`src/rtl/mem_port_arbiter.sv`:
```
// Round-robin arbiter sharing one main-memory port between I-cache and D-cache.
// Holds the grant until completion or abort; keeps saturating completion counters.
module mem_port_arbiter #(
  parameter int ADDR_W = 32,
  parameter int LINE_W = 128,
  parameter int CNT_W  = 16
) (
  input  logic              clock,
  input  logic              reset,
  input  logic              i_req_valid,
  input  logic              i_req_rw,
  input  logic [ADDR_W-1:0] i_req_addr,
  input  logic [LINE_W-1:0] i_req_data,
  output logic              i_res_ready,
  output logic [LINE_W-1:0] i_res_data,
  input  logic              d_req_valid,
  input  logic              d_req_rw,
  input  logic [ADDR_W-1:0] d_req_addr,
  input  logic [LINE_W-1:0] d_req_data,
  output logic              d_res_ready,
  output logic [LINE_W-1:0] d_res_data,
  output logic              mem_valid,
  output logic              mem_rw,
  output logic [ADDR_W-1:0] mem_addr,
  output logic [LINE_W-1:0] mem_wdata,
  input  logic              mem_ready,
  input  logic [LINE_W-1:0] mem_rdata,
  output logic [CNT_W-1:0]  i_txn_count,
  output logic [CNT_W-1:0]  d_txn_count
);

  typedef enum logic [1:0] {
    IDLE    = 2'd0,
    GRANT_I = 2'd1,
    GRANT_D = 2'd2
  } state_t;

  localparam logic LG_I = 1'b0;
  localparam logic LG_D = 1'b1;

  state_t state;
  logic   last_grant;
  logic   gnt_i;
  logic   gnt_d;

  assign gnt_i = (state == GRANT_I);
  assign gnt_d = (state == GRANT_D);

  always_ff @(posedge clock or negedge reset) begin
    if (!reset) begin
      state       <= IDLE;
      last_grant  <= LG_I;
      i_txn_count <= '0;
      d_txn_count <= '0;
    end else begin
      unique case (state)
        IDLE: begin
          if (i_req_valid && d_req_valid)
            state <= (last_grant == LG_D) ? GRANT_I : GRANT_D;
          else if (i_req_valid)
            state <= GRANT_I;
          else if (d_req_valid)
            state <= GRANT_D;
        end
        GRANT_I: begin
          if (mem_ready) begin
            state      <= IDLE;
            last_grant <= LG_I;
            if (i_txn_count != '1)
              i_txn_count <= i_txn_count + 1'b1;
          end else if (!i_req_valid) begin
            state <= IDLE;
          end
        end
        GRANT_D: begin
          if (mem_ready) begin
            state      <= IDLE;
            last_grant <= LG_D;
            if (d_txn_count != '1)
              d_txn_count <= d_txn_count + 1'b1;
          end else if (!d_req_valid) begin
            state <= IDLE;
          end
        end
        default: state <= IDLE;
      endcase
    end
  end

  // Memory side and responses follow the registered grant with no added latency.
  always_comb begin
    mem_valid   = 1'b0;
    mem_rw      = 1'b0;
    mem_addr    = '0;
    mem_wdata   = '0;
    i_res_ready = 1'b0;
    i_res_data  = '0;
    d_res_ready = 1'b0;
    d_res_data  = '0;
    unique case (1'b1)
      gnt_i: begin
        mem_valid   = i_req_valid;
        mem_rw      = i_req_rw;
        mem_addr    = i_req_addr;
        mem_wdata   = i_req_data;
        i_res_ready = mem_ready;
        i_res_data  = mem_rdata;
      end
      gnt_d: begin
        mem_valid   = d_req_valid;
        mem_rw      = d_req_rw;
        mem_addr    = d_req_addr;
        mem_wdata   = d_req_data;
        d_res_ready = mem_ready;
        d_res_data  = mem_rdata;
      end
      default: ;
    endcase
  end

endmodule

```
`config.mk`:
```
export PLATFORM = sky130hd
export DESIGN_NAME = mem_port_arbiter
export DESIGN_NICKNAME = d
export VERILOG_FILES = /design/src/rtl/mem_port_arbiter.sv
export SDC_FILE = /design/constraint.sdc
export NUM_CORES = 1
export LEC_CHECK = 0
export ABC_CLOCK_PERIOD_IN_PS = 2400
export CAP_MARGIN = 40
export CORE_AREA = 5 5 346 348
export CTS_CLUSTER_SIZE = 16
export DETAILED_ROUTE_END_ITERATION = 7
export DIE_AREA = 0 0 351 353
export GPL_TIMING_DRIVEN = 0
export PLACE_DENSITY = 0.3
export SLEW_MARGIN = 25
export SYNTH_ARGS = -nofsm -noshare
export SYNTH_HDL_FRONTEND = slang
export SYNTH_SLANG_ARGS = --single-unit
export TNS_END_PERCENT = 100
```
`constraint.sdc`:
```
create_clock -name clock -period 2.4 [get_ports clock]
set_input_delay 0.24 -clock clock [delete_from_list [all_inputs] [get_ports clock]]
set_output_delay 0.24 -clock clock [all_outputs]
set_load 0.02 [all_outputs]
```
# After elaboration in Yosys (flattened, before gate mapping)
# Index checks and enable logic that the tools add are counted.
classes:
  add_sub_neg: 2
  n_eq_ne: 9
  n_mux: 20
  reduce_logical: 7
ops:
  columns: ["op", "count"]
  rows:
  - ["128-bit two-way mux", 2]
  - ["128-bit case mux with 2 select lines", 1]
  - ["32-bit case mux with 2 select lines", 1]
  - ["16-bit by 1-bit adder with 16-bit output (second input constant)", 2]
  - ["16-bit inequality test (second input constant)", 2]
  - ["2-bit two-way mux", 8]
  - ["3-bit AND reduction", 4]
  - ["3-bit inequality test (second input constant)", 2]
  - ["1-bit case mux with 2 select lines", 3]
  - ["2-bit case mux with 3 select lines", 1]
  - ["1-bit two-way mux", 4]
  - ["2-bit inequality test (second input constant)", 2]
  - ["4-bit inequality test (second input constant)", 1]
  - ["2-bit by 1-bit == test with 1-bit output (second input constant)", 1]
  - ["2-bit == test (second input constant)", 1]
  - ["2-bit logical NOT", 1]
  - ["2-bit nonzero test", 1]
  - ["1-bit logical AND", 1]
word_totals:
  ff_bits: 35
  inputBits: 455
  output_inout_bits: 452
  wordCells: 42

# Longest topological paths before layout
logic_depth:
  ltp_word: 4
  ltp_mapped: 7
  mapped_depth_nobuf: 7

# Least setup slack after synthesis
# Ideal clock, no wire load.
synth_path:
  path_kind: "reg2out"
  startpoint: "register state[0]"
  endpoint: "output mem_addr[0]"
  arrival_ps: 1762
  required_time_ps: 2160
  path_slack_ps: 398
  path_stages_with_launch: 7
  n_path_buf: 3
  path_cell_list: "dfrtp_1 -> inv_1 -> ha_1 -> clkbuf_1 -> clkbuf_1 -> clkbuf_1 -> nor2b_1"
synth_between:
  elab_chain_len: 2
  word_cells_on_any_way: 3
  cone_classes: "eq/ne (2); mux (1)"
synth_lines:
  columns: ["element", "line_no", "text"]
  rows:
  - ["from (decl)", "41", "state_t state;"]
  - ["from (signal assigned)", "59", "state <= (last_grant == LG_D) ? GRANT_I : GRANT_D;"]
  - ["2-bit == test or 2-bit by 1-bit == test with 1-bit output (tied branches)", "47, 46", null]
  - ["32-bit case mux with 2 select lines (*)", "100", "unique case (1'b1)"]
  - ["to (decl)", "24", "output logic [ADDR_W-1:0] mem_addr,"]
# Every way passes the cells marked *; elsewhere a longest branch is shown, timed or not.

# Worst setup path in the final report
layout_path:
  startpoint: "register state[1]"
  endpoint: "output mem_wdata[72]"
layout_between:
  elab_chain_len: 2
  word_cells_on_any_way: 3
  cone_classes: "eq/ne (2); mux (1)"
layout_lines:
  columns: ["element", "line_no", "text"]
  rows:
  - ["2-bit == test", "47", "assign gnt_d = (state == GRANT_D);"]
  - ["net gnt_d", "44", "logic gnt_d;"]
  - ["128-bit case mux with 2 select lines", "100", null]
  - ["to (decl)", "25", "output logic [LINE_W-1:0] mem_wdata,"]
# The timed path passes the listed nets, and every way through them passes these cells.

==> out/qor.yml <==
global_routing:
  antenna_found_initial: 73
  grt_max_degree: 23
  overflow: 0
  grt_usage_pct: 14.7
  grt_pass1_wl_um: 120000
  grt_pass1_vias: 11000
run_status:
  status: "complete, but fails checks"
  violations: "negative setup slack"
setup_path:
  cpMaxStageDelayCell: "dfrtp_2"
  crit_cells: 8
  slowest_delay_ns: 0.45
  cp-start-kind: "register"
  r2r_end: "i_txn_count[1]"
  crit_start: "state[1]"
  crit_buf_inv: 5
  r2r_setup_slack_ns: 0.41
  r2r_start: "i_txn_count[0]"
  cp.required_ns: 2.16
  arrival_ns: 2.31
  path_cells: "ha_4, clkbuf_16, clkbuf_16, buf_16, buf_16, a22oi_2, nor2b_1, buf_4"
  rr_worst_depth: 5
  worst-setup-path-type: "register to output port"
  worstSetupEndpoint: "mem_wdata[72]"
  crit_family: "buffers and inverters"
  cp_max_fo: 7
  critPathCaptureType: "output port"
die:
  core-area_um2: 116000
  design.die.area_um2: 124000
  dieHeight_um: 353
  io_pins: 907
  start_util_pct: 5.15
  rows: 125
  die_x_um: 351
layout:
  stdcell_area_um2: 18700
  drive_above_1_share_pct: 37.1
  area_growth_syn_to_layout_pct: 214
  nets: 2252
pwr:
  vdd_drop_max_uv: 309
  leakagePower_nw: 7.43
  power.total_mw: 18.4
  powerDensity_nw_per_um2: 983
sta:
  drv_slew: 0
  finalCritPeriodShare_pct: 106
  rsz0062_at_grt: "yes"
  worstMarginPinSlew_ns: 0.539
  fmax_ghz: 0.393
  clock_skew_ns: 0.00450
  period_minus_slack_ns: 2.55
  final_hold_viol_count: 0
  setup_slack_ns: -0.146
  setup_tns_ns: -0.912
  holdWs_ns: 0.428
  setup_viol_count_final: 23
  slew_headroom_pct: 63.6
synth:
  netlist_instances: 828
  yosysSeqAreaShare_pct: 14.7
  synthArstFlopShare_pct: 100
  avgSynthCellArea_um2: 7.20
  yosysWarningCount: 0
  synth_cell_type_count: 40
  synthFlopType: "dfrtp_1"
  synth.cell_area_um2: 5960
  synth_edf_count: 0
  synth-seq-cells: 35
  synth_fp_nets: 1290
drt:
  postRouteWirelength_um: 97000
  postRouteAntennaNets: 0
  drc: 0
  dr_total_vias: 10600
  drt_iter0_drc: 499
  wl_per_cell_um: 29.1
  drt_pre_antenna_iters: 5
  via_per_inst: 3.18
hold_path:
  min_path_type: "input pin to async pin"
clock_network:
  htreeDepth: 2
  cts_tree: "built"
  cts_sinks: 35
  cts_root_buf: "clkbuf_16"
  clk_latency_ns: 0.28
  cts_inserted_buffers: 5
  clockBufferDepth: 2
  clk_pin_slew_ns: 0.06
place:
  gp_congestion: 0.902
  io_buffers: 906
  place_ws_ns: -1.64
  place_area_um2: 17000
  dp.final_hpwl_um: 87100
flow_run:
  cap_violations: 0
-- sequential cells by signal, summed over array words and instances (netlist names) --
| register | flops |
|---|---|
| d_txn_count | 16 |
| state | 2 |
| i_txn_count | 16 |
| last_grant | 1 |
-- cells by family (layout without fill, tap and decap cells) --
| logic type | Yosys count | after routing | share of synthesized area [%] |
|---|---|---|---|
| AO/OA/AOI/OAI | 173 | 173 | 21.9 |
| AND/OR/NAND/NOR | 493 | 493 | 51.3 |
| buffers and inverters | 88 | 1051 | 5.71 |
| flip-flops | 35 | 35 | 14.7 |
| multiplexers | 4 | 4 | 0.839 |
| adder cells (fa/ha/maj) | 7 | 7 | 1.47 |
| XOR/XNOR | 28 | 28 | 4.11 |
| other | 0 | 19 | 0 |
-- synth_stat cells (2+ instances only) --
cell        n  area (µm²)
inv_1       6        22.5
nor4_1      5        31.3
dfrtp_1    35         876
xor2_1     14         123
clkbuf_1   71         267
nand4b_1    2        17.5
nor2_1     10        37.5
nor3_1      8        40.0
mux2i_1     2        20.0
nand4_1    11        68.8
o21ai_0     3        15.0
buf_2       8        40.0
mux2_4      2        30.0
nor2b_1   162        1010
xnor2_1    14         123
buf_1       3        11.3
and2_1    256        1600
ha_1        7        87.6
nand2_1    16        60.1
nand3_1    10        50.1
a22oi_1   163        1220
nand4_4     2        42.5
-- metal layers --
layer | wire length [µm] | part of all wire, % | vias up | global-route usage, %
met4 | 1500 | 1.5 | 60 | 2.26
met1 | 39500 | 41 | 5041 | 17.2
met3 | 11000 | 11 | 110 | 7.70
met2 | 44700 | 46 | 587 | 24.3
li1 | - | - | 4804 | -
met5 | 379 | 0.39 | - | 0
-- stage by stage --
stage | util (%) | std cells
6_report | 16.1 | 3334
5_1_grt | 16.1 | 3319
4_1_cts | 15.8 | 3301
3_5_place_dp | 14.7 | 3264
3_3_place_gp | 14.6 | 3258
2_1_floorplan | - | 828
-- cells in the final DEF (no fill, tap or decap), types with 3 or more instances in the layout --
cell type	n
buf_6	51
xnor2_1	14
nor2_1	10
o21ai_0	3
clkbuf_16	19
inv_1	4
dfrtp_1	34
ha_1	4
xor2_1	14
a22oi_1	42
buf_2	46
clkdlybuf4s50_1	493
clkdlybuf4s15_2	84
buf_4	110
clkbuf_4	25
buf_16	5
dlygate4sd2_1	36
nand4_1	11
and2_1	254
nor2b_1	116
a22oi_2	121
ha_4	3
nor4_1	5
clkbuf_8	19
dlymetal6s2s_1	15
nand2_1	15
nor2b_2	28
nor3_1	8
and2_2	3
buf_12	22
clkbuf_2	92
clkdlybuf4s15_1	20
clkdlybuf4s18_2	4
diode_2	19
nor2b_4	18
nand3_1	10
-- worst min-delay path by stage --
stage                       to  cells after the start
6_report       i_txn_count[10]                      2
5_1_grt             last_grant                      2
4_1_cts        i_txn_count[10]                      2
3_5_place_dp   i_txn_count[10]                      1
3_3_place_gp        last_grant                      1
2_1_floorplan   d_txn_count[0]                      0
-- power by group --
| part | internal (mW) | switching [mW] | total [mW] |
|---|---|---|---|
| clock network | 0.442 | 0.255 | 0.697 |
| registers | 0.681 | 0.129 | 0.810 |
| logic | 7.35 | 9.53 | 16.9 |
-- final cells by class --
cell class / count / area, µm²
Fill cell: 13200 / 97200
Timing Repair Buffer: 958 / 9070
Multi-Input combinational cell: 705 / 5600
Tap cell: 1524 / 1910
Buffer: 79 / 1020
Sequential cell: 35 / 877
Clock buffer: 8 / 156
Antenna cell: 19 / 47.5
Inverter: 6 / 22.5
-- repair_timing --
item                                    CTS  global route
pin swaps                                25            12
hold buffers                              1             0
buffers inserted                         18            18
endpoints found under the hold margin    13             0
resized for setup                      1629           389
setup endpoints to repair               421           310
gates cloned                             10             4
No activity file was read; power rests on OpenSTA's default activity.
